File: src/rtl/stage_d_writeback.sv
// stage_d_writeback: data write-back stage of the bfcpu2 pipeline.
//   Commits +/-/, results to DRAM at the operand address. Queues '.' bytes into a
//   console FIFO that is drained by a valid/ready handshake. Forwards the op and
//   the updated cell value downstream for loop resolution.
// Ports:
//   clk, reset                 clock, asynchronous active-low reset
//   operation_in, addr_in,     one-hot op, operand address and operand from fetch
//   a_in
//   ack                        accept back to fetch (combinational)
//   operation, a, ack_in       op and updated value to next stage; next stage ready
//   dwe, dwa, dwd              DRAM write strobe (1-cycle pulse), address, data
//   cout, cout_valid,          console FIFO head and handshake
//   cout_ready
//   out_level                  console FIFO occupancy
module stage_d_writeback #(
   parameter int unsigned A_WIDTH   = 12,
   parameter int unsigned D_WIDTH   = 8,
   parameter int unsigned OUT_DEPTH = 4,
   localparam int unsigned OPCODE_MSB = 7,
   localparam int unsigned LW         = $clog2(OUT_DEPTH) + 1
) (
   input  logic                  clk,
   input  logic                  reset,
   input  logic [OPCODE_MSB:0]   operation_in,
   output logic                  ack,
   input  logic [A_WIDTH-1:0]    addr_in,
   input  logic [D_WIDTH-1:0]    a_in,
   output logic [OPCODE_MSB:0]   operation,
   input  logic                  ack_in,
   output logic [D_WIDTH-1:0]    a,
   output logic                  dwe,
   output logic [A_WIDTH-1:0]    dwa,
   output logic [D_WIDTH-1:0]    dwd,
   output logic [7:0]            cout,
   output logic                  cout_valid,
   input  logic                  cout_ready,
   output logic [LW-1:0]         out_level
);

   // One-hot opcode bit positions.
   localparam int unsigned OP_INC       = 0;
   localparam int unsigned OP_DEC       = 1;
   localparam int unsigned OP_RIGHT     = 2;
   localparam int unsigned OP_LEFT      = 3;
   localparam int unsigned OP_OUT       = 4;
   localparam int unsigned OP_IN        = 5;
   localparam int unsigned OP_LOOPBEGIN = 6;
   localparam int unsigned OP_LOOPEND   = 7;

   localparam int unsigned PW = $clog2(OUT_DEPTH);

   logic [7:0]         mem [OUT_DEPTH];
   logic [PW-1:0]      rd_ptr_q, wr_ptr_q;
   logic [LW-1:0]      count_q, count_d;
   logic [D_WIDTH-1:0] result;
   logic [7:0]         out_byte;
   logic               is_write, is_out, out_stall, accept, push, pop;

   // Console bytes are always 8 bits regardless of the cell width.
   if (D_WIDTH >= 8) begin : g_trunc
      assign out_byte = a_in[7:0];
   end else begin : g_zext
      assign out_byte = {{(8 - D_WIDTH){1'b0}}, a_in};
   end

   always_comb begin
      result = a_in;
      if (operation_in[OP_INC]) begin
         result = a_in + D_WIDTH'(1);
      end else if (operation_in[OP_DEC]) begin
         result = a_in - D_WIDTH'(1);
      end
   end

   assign is_write   = operation_in[OP_INC] | operation_in[OP_DEC] | operation_in[OP_IN];
   assign is_out     = operation_in[OP_OUT];
   // A full FIFO stalls even if it pops this cycle; no same-cycle bypass.
   assign out_stall  = is_out && (count_q == LW'(OUT_DEPTH));
   assign ack        = ack_in && !out_stall;
   assign accept     = ack;
   assign push       = accept && is_out;
   assign cout_valid = (count_q != '0);
   assign pop        = cout_valid && cout_ready;
   assign cout       = mem[rd_ptr_q];
   assign out_level  = count_q;

   always_comb begin
      count_d = count_q;
      case ({push, pop})
         2'b10:   count_d = count_q + LW'(1);
         2'b01:   count_d = count_q - LW'(1);
         default: count_d = count_q;
      endcase
   end

   always_ff @(posedge clk or negedge reset) begin
      if (!reset) begin
         operation <= '0;
         a         <= '0;
         dwe       <= 1'b0;
         dwa       <= '0;
         dwd       <= '0;
         rd_ptr_q  <= '0;
         wr_ptr_q  <= '0;
         count_q   <= '0;
      end else begin
         if (accept) begin
            operation <= operation_in;
            a         <= result;
            dwe       <= is_write;
            dwa       <= addr_in;
            dwd       <= result;
         end else if (ack_in) begin
            // Stalled on a full FIFO: send a bubble, the op is retried.
            operation <= '0;
            a         <= '0;
            dwe       <= 1'b0;
         end else begin
            dwe <= 1'b0;
         end
         if (push) wr_ptr_q <= wr_ptr_q + PW'(1);
         if (pop)  rd_ptr_q <= rd_ptr_q + PW'(1);
         count_q <= count_d;
      end
   end

   // Storage needs no reset; validity is tracked by count_q.
   always_ff @(posedge clk) begin
      if (push) mem[wr_ptr_q] <= out_byte;
   end

   // Keeps the unused opcode positions documented without lint noise.
   logic unused_ops;
   assign unused_ops = operation_in[OP_RIGHT] ^ operation_in[OP_LEFT] ^
                       operation_in[OP_LOOPBEGIN] ^ operation_in[OP_LOOPEND];

endmodule

File: config.mk
export PLATFORM = sky130hd
export DESIGN_NAME = stage_d_writeback
export DESIGN_NICKNAME = d
export VERILOG_FILES = /design/src/rtl/stage_d_writeback.sv
export SDC_FILE = /design/constraint.sdc
export NUM_CORES = 1
export LEC_CHECK = 0
export CORE_MARGIN = 2
export CORE_UTILIZATION = 48
export CTS_CLUSTER_SIZE = 30
export DETAILED_ROUTE_END_ITERATION = 10
export GPL_TIMING_DRIVEN = 1
export PLACE_DENSITY = 0.79
export SETUP_SLACK_MARGIN = 0.02
export SYNTH_ARGS = -nofsm -noshare
export SYNTH_HDL_FRONTEND = slang
export SYNTH_SLANG_ARGS = --single-unit
export TNS_END_PERCENT = 5
File: constraint.sdc
create_clock -name clk -period 2.7 [get_ports clk]
set_input_delay 0.405 -clock clk [delete_from_list [all_inputs] [get_ports clk]]
set_output_delay 0.405 -clock clk [all_outputs]
set_load 0.02 [all_outputs]
==> out/results.txt <==
final WL = 6.83 mm
relative max-transition margin = 0.351
Slowest-stage cell, CP = clkdlybuf4s50_1
Core ar. = 6350 um^2
maximum VDD drop = 0.000611 V
first-pass iteration count of the detailed router = 4
Final Slew Violations = 0
Die Y = 85.1 um
most frequent cells in the layout = clkdlybuf4s50_1 (80), nand2_1 (55), dfrtp_1 (44), edfxtp_1 (32), inv_1 (12)
layout cells sized above 1 = 0.116
top_reg_cell synth = dfrtp_1
CTS clock-pin slew for the worst setup and hold paths = 0.08 ns
root buffer cell = clkbuf_8
Initial Utilization = 0.498
die area = 7250 um^2
sequential share of power = 0.406
synth warn = 0
num rows = 29
via count = 2,191
switching power = 0.00125 W
CP Class = in2out
CP Cell Sequence = clkdlybuf4s50_1 -> nand4bb_1 -> nand2_1 -> inv_1 -> buf_4 -> clkdlybuf4s50_1
Setup TNS Final = 0 ns
Slew @ Worst Pin = 0.973 ns
CP Max Fanout = 28
Netlist cell types = 39
cts repair resizes = 0
first-pass GRT wire length = 11.4 mm
startpoint types = input port
Syn Nets = 280
Syn Std Cell Area = 3160 um^2
number of synthesized flops with an enable pin = 32
I/O pins = 82
largest net degree at the start of global routing = 45
Crit path buffers/inverters = 4
Residual DRC = 0
CP most frequent cell = clkdlybuf4s50_1
RSZ-0062 raised after global routing = no
Detail Placement HPWL = 4.69 mm
CP endpoint kind = output port
post-synthesis sequential area ratio = 0.652
# clock sinks = 76
vias per cell = 5.32
max-cap viol count = 0
vias in the first global route = 2,266
Worst EP required = 2.30 ns
Nets = 370
CTS buffer count = 9
Post-DRT Antenna Nets = 0
Bufs on Longest Clock Path = 2
power share of the clock group = 0.248
post-DR wirelength/cell = 16.6 um
overall routing resource usage = 0.206
Sw Ratio = 0.324
Synth Register Bits = 76
Fmax = 0.403 GHz
Hold Vio Cnt, Final = 0
n_diodes = 0
status = finished, final reports clean
most common cell after layout, fill and taps aside = clkdlybuf4s50_1
cts hold-fix bufs = 0
max incr delay on CP = 0.67 ns
initial antenna violation count = 0
post-route clock period utilization = 0.920
width of the die = 85.1 um
clk_lat worst skew = 0.35 ns
routability cong. = 0.737
cell internal pwr = 0.00261 W
overall power = 0.00386 W
P per Cell Area = 895 nW/um^2
CP top delay family = buffers and inverters
final setup vio count = 0
CTS tree = built
buffers inserted during post-CTS setup optimization = 0
syn_area_per_cell = 13.2 um^2
Synth-to-Final Area Change = 36.3%
Cells after Synth = 240
CP arrival = 2.08 ns
Leak Pwr = 1.77 nW
Comb pwr share = 0.346
fillcell total = 447
port bufs = 81
total congestion overflow = 0
min-delay worst type = in2async
# H-tree levels = 3
Initial DRC Count = 124
ys async rst share = 0.579
Min Clock Period, post-route = 2.48 ns
Setup Skew = 0.00534 ns
## logic make-up after synthesis
logic type,count (synthesis),share of synthesized area
compound gates,29,0.0677
buf+inv,22,0.0261
mux,10,0.0637
xor+xnor,12,0.0333
fa+ha+maj,8,0.0340
flops,76,0.652
simple gates,83,0.123
## sequential cells by signal, indices dropped and copies added, names as in the netlist, 2 cells and up
signal     flops
dwd            8
dwa           12
mem           32
rd_ptr_q       2
wr_ptr_q       2
out_level      3
operation      8
a              8
## cells in the mapped netlist, types with 2 or more instances
| master | n | area [um^2] |
|---|---|---|
| and3_1 | 4 | 25.0 |
| a22o_1 | 7 | 61.3 |
| edfxtp_1 | 32 | 961 |
| xnor2_1 | 7 | 61.3 |
| dfrtp_1 | 44 | 1100 |
| nor2_1 | 5 | 18.8 |
| inv_1 | 12 | 45.0 |
| o2bb2ai_1 | 4 | 35.0 |
| nand2_1 | 55 | 206 |
| o311ai_0 | 2 | 17.5 |
| nor3_1 | 2 | 10.0 |
| clkbuf_1 | 9 | 33.8 |
| ha_1 | 7 | 87.6 |
| nand3_1 | 3 | 15.0 |
| o21ai_0 | 8 | 40.0 |
| or4b_4 | 2 | 27.5 |
| mux4_2 | 8 | 180 |
| and2_1 | 2 | 12.5 |
| or2_2 | 2 | 12.5 |
| xor2_1 | 5 | 43.8 |
| nand4_1 | 2 | 12.5 |
## worst register-to-register path: stages, from the launching register on
cell	delay [ns]
dfrtp_1	0.43
nand4bb_1	0.23
nand2_1	0.11
inv_1	0.06
nand2_1	0.14
ha_1	0.20
inv_1	0.06
fa_1	0.37
xor2_1	0.15
nor2_1	0.12
xor2_1	0.17
## path summary, 6_finish.rpt
check | startpoint | endpoint | slack (ns) | depth (start not counted)
setup / recovery | operation_in[4] | ack | 0.22 | 6
hold / removal | reset | operation[3]$_DFFE_PN0P_ | 0.21 | 1
setup reg to reg | out_level[0]$_DFFE_PN0P_ | out_level[2]$_DFFE_PN0P_ | 0.59 | 10
hold reg to reg | dwa[3]$_DFFE_PN0P_ | dwa[3]$_DFFE_PN0P_ | 0.48 | 2
max in group asynchronous | reset | a[7]$_DFFE_PN0P_ | 1.88 | 1
min in group clk | dwa[3]$_DFFE_PN0P_ | dwa[3]$_DFFE_PN0P_ | 0.48 | 2
## final cells by class
type,count,area [um^2],share of cell area
Tap cell,77,96.3,0.0224
Multi-Input combinational cell,142,1020,0.236
Clock inverter,7,100,0.0232
Inverter,12,45.0,0.0105
Clock buffer,9,124,0.0287
Sequential cell,76,2060,0.479
Timing Repair Buffer,89,866,0.201
## routing by layer
metal	global-route usage	routed length, um
met5	0	0
met3	0.0846	591
met4	0.0736	97
met1	0.270	2860
met2	0.312	3280
## power by group through the flow
stage | sequential [W] | clock, W | combinational (W)
2_1_floorplan | 0.00170 | 0 | 0.000605
3_3_place_gp | 0.00158 | 0 | 0.00131
3_5_place_dp | 0.00159 | 0 | 0.00135
4_1_cts | 0.00157 | 0.000981 | 0.00136
5_1_grt | 0.00160 | 0.00103 | 0.00145
6_report | 0.00157 | 0.000957 | 0.00134
## per-stage QoR
step | setup slack (ns) | hold WS, ns | utilization | instances | area (um^2)
5_1_grt | 0.150 | 0.266 | 0.679 | 412 | 4310
3_3_place_gp | 0.251 | 0.457 | 0.643 | 396 | 4090
3_5_place_dp | 0.231 | 0.461 | 0.643 | 396 | 4090
2_1_floorplan | 0.614 | 0.109 | - | 240 | 3160
4_1_cts | 0.225 | 0.226 | 0.679 | 412 | 4310
6_report | 0.216 | 0.207 | 0.679 | 412 | 4310
Note: power is estimated with default switching activity, not from simulation.
